$ cat src/rtl/freq_meter.sv
// freq_meter: counts rising edges of a slow asynchronous input over a fixed,
// back-to-back gate window in the clk_50M domain and publishes one count per
// window. The count saturates and raises ovf instead of wrapping.

module freq_meter #(
  parameter int CLK_HZ      = 50_000_000,
  parameter int GATE_CYCLES = 50_000_000,
  parameter int CNT_W       = 28
) (
  input  logic             clk_50M,
  input  logic             rst_n,
  input  logic             en,
  input  logic             sig_in,
  output logic [CNT_W-1:0] freq_out,
  output logic             valid,
  output logic             ovf,
  output logic             busy
);

  // A window shorter than the arm/flush sequence makes no sense, and a zero
  // clock rate means the default gate length was derived from nothing.
  if (GATE_CYCLES < 4 || CLK_HZ < 1) begin : g_param_check
    $error("freq_meter: GATE_CYCLES must be >= 4 and CLK_HZ must be positive");
  end

  localparam int                GW        = $clog2(GATE_CYCLES);
  localparam logic [GW-1:0]     GATE_LAST = GW'(GATE_CYCLES - 1);
  localparam logic [CNT_W-1:0]  CNT_MAX   = '1;

  typedef enum logic [1:0] {
    IDLE = 2'd0,
    ARM  = 2'd1,
    GATE = 2'd2
  } state_t;

  state_t state, state_next;

  // Input synchronizer and edge history
  logic s1, s2, s3;
  logic rise_pulse;

  // Window bookkeeping
  logic             arm_cnt;
  logic [GW-1:0]    gate_cnt;
  logic [CNT_W-1:0] edge_cnt;
  logic             window_ovf;

  // Combinational helpers
  logic             terminal;
  logic             at_max;
  logic             count_step;
  logic             ovf_hit;
  logic [CNT_W-1:0] edge_cnt_upd;
  logic             window_ovf_upd;
  logic             window_run;

  // Two-flop synchronizer followed by a history flop for edge detection.
  // NOTE: every clocked process uses non-blocking (<=) assignments so all
  // flops sample their inputs from the same pre-edge values; blocking
  // assignments here would collapse s1/s2/s3 into a single flop.
  always_ff @(posedge clk_50M or negedge rst_n) begin
    if (!rst_n) begin
      s1 <= 1'b0;
      s2 <= 1'b0;
      s3 <= 1'b0;
    end else begin
      s1 <= sig_in;
      s2 <= s1;
      s3 <= s2;
    end
  end

  assign rise_pulse = s2 & ~s3;

  // State register.
  always_ff @(posedge clk_50M or negedge rst_n) begin
    if (!rst_n) begin
      state <= IDLE;
    end else begin
      state <= state_next;
    end
  end

  // Next-state logic: IDLE -> ARM (2 cycles) -> GATE, any state falls back to
  // IDLE when en drops.
  // NOTE: state_next gets its default before the case statement so every path
  // assigns it; a missing branch would otherwise infer a latch.
  always_comb begin
    state_next = state;
    case (state)
      IDLE: begin
        if (en) state_next = ARM;
      end
      ARM: begin
        if (!en)         state_next = IDLE;
        else if (arm_cnt) state_next = GATE;
      end
      GATE: begin
        if (!en) state_next = IDLE;
      end
      default: state_next = IDLE;
    endcase
  end

  // The closing cycle of a window; an edge here still belongs to it.
  assign terminal       = (state == GATE) && (gate_cnt == GATE_LAST);
  assign at_max         = (edge_cnt == CNT_MAX);
  assign count_step     = rise_pulse & ~at_max;
  assign ovf_hit        = rise_pulse & at_max;
  assign edge_cnt_upd   = edge_cnt + CNT_W'(count_step);
  assign window_ovf_upd = window_ovf | ovf_hit;

  // Keep accumulating only while a window stays open; entering GATE, closing
  // a window and aborting all start from a clean slate.
  assign window_run = (state == GATE) && (state_next == GATE) && !terminal;

  // ARM dwell counter: 0 on the first ARM cycle, 1 on the second.
  always_ff @(posedge clk_50M or negedge rst_n) begin
    if (!rst_n) begin
      arm_cnt <= 1'b0;
    end else begin
      arm_cnt <= (state == ARM) && (state_next == ARM);
    end
  end

  // Gate timer, saturating edge counter and sticky window overflow.
  always_ff @(posedge clk_50M or negedge rst_n) begin
    if (!rst_n) begin
      gate_cnt   <= '0;
      edge_cnt   <= '0;
      window_ovf <= 1'b0;
    end else if (window_run) begin
      gate_cnt   <= gate_cnt + GW'(1);
      edge_cnt   <= edge_cnt_upd;
      window_ovf <= window_ovf_upd;
    end else begin
      gate_cnt   <= '0;
      edge_cnt   <= '0;
      window_ovf <= 1'b0;
    end
  end

  // Registered outputs: publish on the cycle after the terminal cycle, even
  // if en dropped on that terminal cycle; otherwise hold the last result.
  always_ff @(posedge clk_50M or negedge rst_n) begin
    if (!rst_n) begin
      freq_out <= '0;
      ovf      <= 1'b0;
      valid    <= 1'b0;
      busy     <= 1'b0;
    end else begin
      valid <= terminal;
      busy  <= (state_next == GATE);
      if (terminal) begin
        freq_out <= edge_cnt_upd;
        ovf      <= window_ovf_upd;
      end
    end
  end

endmodule

$ cat config.mk
export PLATFORM = sky130hd
export DESIGN_NAME = freq_meter
export DESIGN_NICKNAME = d
export VERILOG_FILES = /design/src/rtl/freq_meter.sv
export SDC_FILE = /design/constraint.sdc
export NUM_CORES = 1
export LEC_CHECK = 0
export ABC_AREA = 1
export CORE_ASPECT_RATIO = 1.75
export CORE_MARGIN = 4
export CORE_UTILIZATION = 30
export DETAILED_ROUTE_END_ITERATION = 7
export PLACE_DENSITY_LB_ADDON = 0.25
export SYNTH_ARGS = -nofsm -noshare
export SYNTH_HDL_FRONTEND = slang
export SYNTH_SLANG_ARGS = --single-unit
$ cat constraint.sdc
create_clock -name clk_50M -period 2.15 [get_ports clk_50M]
set_input_delay 0.215 -clock clk_50M [delete_from_list [all_inputs] [get_ports clk_50M]]
set_output_delay 0.215 -clock clk_50M [all_outputs]
set_load 0.01 [all_outputs]
==> summary.md, run 1 <==
| Metric | Value |
|---|---|
| Via Count | 4122 |
| I/O Pins | 35 |
| # fillers | 1543 |
| Total Nets Final | 723 |
| Simple-Gate Fraction of Synth Area | 0.344 |
| Largest net degree at the start of global routing | 46 |
| Ratio of cells with drive above 1 in the final layout | 0.168 |
| Period utilization | 0.984 |
| Synth Area in XOR/XNOR | 0.0531 |
| Ys Warns | 0 |
| Minimum clock period | 2.12 ns |
| Number of buffers added on ports | 34 |
| Drt wl/cell | 14.5 um |
| Hold Vio Cnt, Final | 0 |
| Setup TNS | 0 ns |
| Area growth, synth to finish | 31.2% |
| Gpl congestion | 0.899 |
| Max-Cap Viols | 0 |
| H-tree depth | 3 |
| Seq cells post-synth | 92 |
| Num CTS Buffers | 9 |
| DR pass1 iterations | 4 |
| Chip height | 172 um |
| Setup Skew | 0.00970 ns |
| Synth Flop Type | dfrtp_1 |
| Residual DRC | 0 |
| Reg clk slew, reported paths | 0.07 ns |
| First-pass GRT wire length | 21.0 mm |
| Count of different cell masters after synthesis | 26 |
| Post-DP HPWL | 10.2 mm |
| Total congestion overflow | 0 |
| Avg Cell Area, Syn | 7.43 sq um |
| Adder-Cell Fraction of Synth Area | 0.0108 |
| Number of synthesized flops with an enable pin | 0 |
| DR iter-0 viols | 195 |
| Syn Inst Count | 622 |
| Worst skew pair latency | 0.35 ns |
| Crit path DAT | 2.39 ns |
| Vias in the first global route | 4231 |
| CTS tree | yes |
| Sink Count | 92 |
| Longest Clk Path Bufs | 2 |
| Status | finished clean |
| Slew Viols, Final | 0 |
| M1 wire length | 4.54 mm |
| Final ANT Viol Nets | 0 |
| Setup violators final | 0 |
| Fmax | 0.473 GHz |
| CTS Root Cell | clkbuf_16 |
| Mapped cell area | 4620 sq um |
| Core Region | 15000 sq um |
| Length of routed met2 wiring | 7.56 mm |
| Startpoint types | register |
| Slew headroom | 0.598 |
| Net Count, Synth | 630 |
| Fraction of registers with async set/reset | 1.00 |
| Peak supply drop | 0.317 mV |
| Largest family of logic cells by synthesized area | simple AND/OR/NAND/NOR gates |
| Setup CP Type | register to register |
| DRT Wirelength | 13.1 mm |
| Unrepaired setup endpoints after global routing | yes |
| CP endpoint kind | register |
| Total GRT Usage | 0.158 |
| Mux share of post-synthesis cell area | 0 |
| Synth Area in Compound Gates | 0.0314 |
| Sequential share of the synthesized area | 0.498 |
| Worst Max-Slew Pin Slew | 0.603 ns |
| Die ar. | 17500 sq um |
| ANT cells | 0 |
| Pwr/cell area | 575 nW/um^2 |
| Crit Path Max Fanout | 2 |
| Max Used Layer | met4 |
| Die width | 102 um |
| # rows | 59 |
| Vias per inst | 4.56 |
| Leak | 2.61 nW |
| Min Hold Slack | 0.302 ns |
| Critical Path RT | 2.43 ns |
| Hold Path Class | primary input to register |
| Initial antenna violation count | 0 |
| Initial Util | 0.308 |
| Met3 Routed Length | 352 um |
[final cells by class]
class	count	area, sq um	area share
timing repair buffer	93	803	0.133
multi-input combinational	462	2200	0.363
tap	183	229	0.0378
clock inverter	6	70.1	0.0116
inverter	57	219	0.0361
clock buffer	10	239	0.0394
sequential	92	2300	0.380
[state kept, by name (all words and copies together), names as in the netlist]
name and count:
edge_cnt 28, freq_out 28, gate_cnt 26, state 2, arm_cnt 1, busy 1
ovf 1, s1 1, s2 1, s3 1, valid 1, window_ovf 1
[repair_timing]
item,in CTS,in global routing
setup buffers,1,2
hold endpoints to repair,42,0
hold buffers,1,0
endpoints found under the setup margin,12,38
pin swaps,3,25
resized for setup,10,42
[power by group]
part	leakage [nW]	switching (mW)	internal, mW	total (mW)
logic	1.19	0.0507	0.0180	0.0687
clock network	0.142	0.731	0.943	1.67
registers	1.28	0.00523	1.74	1.74
[synth_stat cells, types with 2 or more instances]
library cell | instances | area share
dfrtp_1 | 92 | 0.50
nor2_1 | 132 | 0.11
o21ai_1 | 3 | 0.0032
a21oi_1 | 12 | 0.013
nand2_1 | 227 | 0.18
xor2_1 | 17 | 0.032
buf_4 | 5 | 0.0081
xnor2_1 | 11 | 0.021
nand3b_1 | 2 | 0.0032
nand3_1 | 29 | 0.031
inv_1 | 57 | 0.046
ha_1 | 4 | 0.011
buf_2 | 5 | 0.0054
nor2b_1 | 4 | 0.0054
o21ai_0 | 11 | 0.012
[routing by layer]
layer | GRT usage | up-vias
met5 | 0 | -
met4 | 0.0868 | 0
met3 | 0.0198 | 35
met2 | 0.306 | 86
met1 | 0.159 | 1928
li1 | - | 2073
[per-stage QoR]
step	setup slack (ns)	total power [mW]	instances	instance area (sq um)	utilization
after floorplan	0.0106	1.79	622	4620	-
after global placement	-0.0517	1.84	884	5550	0.370
after detailed placement	-0.0897	1.85	884	5550	0.370
after CTS	0.00383	3.53	902	5910	0.394
after global routing	-0.0545	3.61	903	6060	0.404
final	0.0345	3.48	903	6060	0.404
[worst max-delay path: stages, from the launching register on]
cell	delay, ns
dfrtp_1	0.39
nand2_2	0.10
nor2_2	0.05
nand2_1	0.09
nor2_2	0.06
a21boi_2	0.16
ha_2	0.23
buf_4	0.12
inv_1	0.04
nor2_2	0.11
nand2_2	0.10
nor2_1	0.15
xor2_1	0.28
nor2b_1	0.17
[cell families (layout without fill, tap and decap cells)]
kind of cell,Yosys count,after routing
compound gates,28,28
xor+xnor,28,28
fa+ha+maj,4,4
buf+inv,68,166
flops,92,92
simple gates,402,402
[path summary, 6_finish.rpt]
| path | cells after the start | slack, ns | startpoint | endpoint |
|---|---|---|---|---|
| hold reg to reg | 0 | 0.35 | s1$_DFF_PN0_ | s2$_DFF_PN0_ |
| setup / recovery | 13 | 0.03 | edge_cnt[10]$_DFF_PN0_ | edge_cnt[15]$_DFF_PN0_ |
| setup reg to reg | 13 | 0.03 | edge_cnt[10]$_DFF_PN0_ | edge_cnt[15]$_DFF_PN0_ |
| hold / removal | 1 | 0.30 | sig_in | s1$_DFF_PN0_ |
| min in group asynchronous | 2 | 0.42 | rst_n | edge_cnt[0]$_DFF_PN0_ |
| max in group asynchronous | 3 | 1.00 | rst_n | freq_out[19]$_DFFE_PN0P_ |
[layout by cell type, fill, tap and decap left out, types with 2 or more instances in the layout]
master	count
inv_1	53
xor2_1	11
nor2_4	2
xnor2_1	10
nand2_2	11
nor2_1	122
inv_6	2
ha_1	2
inv_2	2
o21ai_1	3
buf_4	56
a21oi_1	11
nand2_1	217
clkinvlp_4	3
nand3_2	2
nand3_1	27
nor2b_2	3
dfrtp_1	92
xor2_2	6
clkbuf_16	9
buf_6	2
clkdlybuf4s50_1	33
o21ai_2	2
nor2_2	9
o21ai_0	9
nand3b_1	2
inv_4	2
Power figures use the tool's default switching activity.
==> inputs of run 2 (changes only) <==
--- a/config.mk
+++ b/config.mk
@@ -9,6 +9,7 @@
 export CORE_ASPECT_RATIO = 1.75
 export CORE_MARGIN = 4
 export CORE_UTILIZATION = 30
+export CTS_BUF_LIST = sky130_fd_sc_hd__clkbuf_4 sky130_fd_sc_hd__clkbuf_8
 export DETAILED_ROUTE_END_ITERATION = 7
 export PLACE_DENSITY_LB_ADDON = 0.25
 export SYNTH_ARGS = -nofsm -noshare
==> run 2 against run 1 <==
  * Global-route usage about the same
  * Utilization decreased by 0.54 points
  * Total power decreased by 12%
  * Final cell count increased by 0.11%
  * Sequential cell count unchanged
  * Worst hold slack got worse by 0.030 ns
  * Non-clock buffer count increased by 1
  * Combinational power decreased by 0.6%
  * Via count unchanged
  * Sequential power about the same
  * Clock skew increased by 0.0088 ns
  * Register-to-register slack improved by 0.05 ns
  * Critical path type unchanged
==> summary.md, run 2 (synthesized netlist as in run 1, its figures left out) <==
| Metric | Value |
|---|---|
| Total GRT Usage | 0.159 |
| Crit path DAT | 2.34 ns |
| Non-Filler Instances | 904 |
| CTS tree | yes |
| Core Region | 15000 sq um |
| Vias in the first global route | 4238 |
| Num CTS Buffers | 9 |
| DRT Wirelength | 13.1 mm |
| Max-Cap Viols | 0 |
| Total congestion overflow | 0 |
| Number of buffers added on ports | 34 |
| Vias per inst | 4.56 |
| Worst Max-Slew Pin Slew | 0.593 ns |
| Slew headroom | 0.605 |
| Period utilization | 0.963 |
| Largest net degree at the start of global routing | 46 |
| Peak supply drop | 0.250 mV |
| # rows | 59 |
| Worst skew pair latency | 0.38 ns |
| Initial antenna violation count | 0 |
| Core Util, Final | 0.399 |
| Hold Vio Cnt, Final | 0 |
| Chip height | 172 um |
| Post-DP HPWL | 10.2 mm |
| DR pass1 iterations | 4 |
| Die width | 102 um |
| Setup violators final | 0 |
| DP Cell Count | 884 |
| Reg clk slew, reported paths | 0.10 ns |
| Final ANT Viol Nets | 0 |
| Startpoint types | register |
| Drt wl/cell | 14.5 um |
| Via Count | 4122 |
| Largest regs | edge_cnt (28), freq_out (28), gate_cnt (26) |
| ANT cells | 0 |
| Gpl congestion | 0.899 |
| Slew Viols, Final | 0 |
| Initial Util | 0.308 |
| CP endpoint kind | register |
| Most frequent cells in the layout | 217 x nand2_1, 120 x nor2_1, 92 x dfrtp_1, 57 x buf_4, 53 x inv_1 |
| First-pass GRT wire length | 21.0 mm |
| Status | finished clean |
| Leak | 2.56 nW |
| DR iter-0 viols | 173 |
| CTS Root Cell | clkbuf_8 |
| Critical path's largest stage delay | 0.41 ns |
| Pwr/cell area | 512 nW/um^2 |
| Setup CP Type | register to register |
| Longest Clk Path Bufs | 2 |
| Sink Count | 92 |
| Crit Path Max Fanout | 3 |
| H-tree depth | 3 |
| Fmax | 0.483 GHz |
| Unrepaired setup endpoints after global routing | yes |
| Ratio of cells with drive above 1 in the final layout | 0.173 |
| Worst path cell trace | nand2_2, nor2_1, nand2_1, nor2_2, a21boi_2, ha_2, ha_4, inv_2, nor2_4, nand3_2, buf_6, inv_2, nand3_1, nand3_1, nand2_1 |
| Critical Path RT | 2.42 ns |
| Total Nets Final | 724 |
| Die ar. | 17500 sq um |
| Minimum clock period | 2.07 ns |
| I/O Pins | 35 |
| Hold Path Class | primary input to register |
| Most common cell after layout, fill and taps aside | nand2_1 |
| Setup Skew | 0.0185 ns |
| Area growth, synth to finish | 29.4% |
| CP max-delay cell | dfrtp_1 |
| Residual DRC | 0 |
run 2: power breakdown:
part | internal, mW | switching (mW) | leakage, nW
Clock | 0.578 | 0.674 | 0.0955
Sequential | 1.74 | 0.00523 | 1.28
Combinational | 0.0180 | 0.0503 | 1.19
run 2: repair_timing:
action,CTS,global route
hold endpoints to repair,42,0
hold buffers,1,0
resized for setup,8,46
buffers inserted,1,2
pin swaps,4,24
endpoints found under the setup margin,13,42
run 2: metrics by stage:
stage	setup TNS, ns	area [sq um]	total power [mW]	setup slack (ns)	hold slack, ns
global placement	-0.217	5550	1.84	-0.0517	0.260
finish	0	5980	3.06	0.0798	0.273
detailed placement	-0.591	5550	1.85	-0.0897	0.272
CTS	0	5800	3.11	0.00190	0.252
floorplan	0	4620	1.79	0.0106	-0.0806
global route	-0.676	5980	3.20	-0.0849	0.238
run 2: final timing paths:
check,endpoint,slack [ns],start,cells after the start
setup / recovery,freq_out[22]$_DFFE_PN0P_,0.08,edge_cnt[14]$_DFF_PN0_,15
hold / removal,s1$_DFF_PN0_,0.27,sig_in,1
setup reg to reg,freq_out[22]$_DFFE_PN0P_,0.08,edge_cnt[14]$_DFF_PN0_,15
hold reg to reg,s2$_DFF_PN0_,0.36,s1$_DFF_PN0_,0
max in group asynchronous,freq_out[19]$_DFFE_PN0P_,1.04,rst_n,3
min in group asynchronous,freq_out[3]$_DFFE_PN0P_,0.37,rst_n,2
run 2: critical path, delay by kind of cell (launching register included):
family	cells	cell delay, ns
compound gates	1	0.15
fa+ha+maj	2	0.36
buf+inv	3	0.24
flops	1	0.41
simple gates	9	0.80
run 2: layout make-up:
type                    count  area [sq um]
well taps                 183           229
clock inverters             6          70.1
multi-input cells         462          2220
flip-flops and latches     92          2300
inverters                  57           214
clock buffers              10           138
repair buffers             94           811
fillers                  1565          9010
run 2: routing by layer:
layer  vias up  GRT usage  part of all wire
li1       2076          -                 -
met1      1950      0.157              0.35
met2        61      0.306              0.58
met3        35     0.0270             0.023
met4         0     0.0851             0.052
met5         -          0                 0
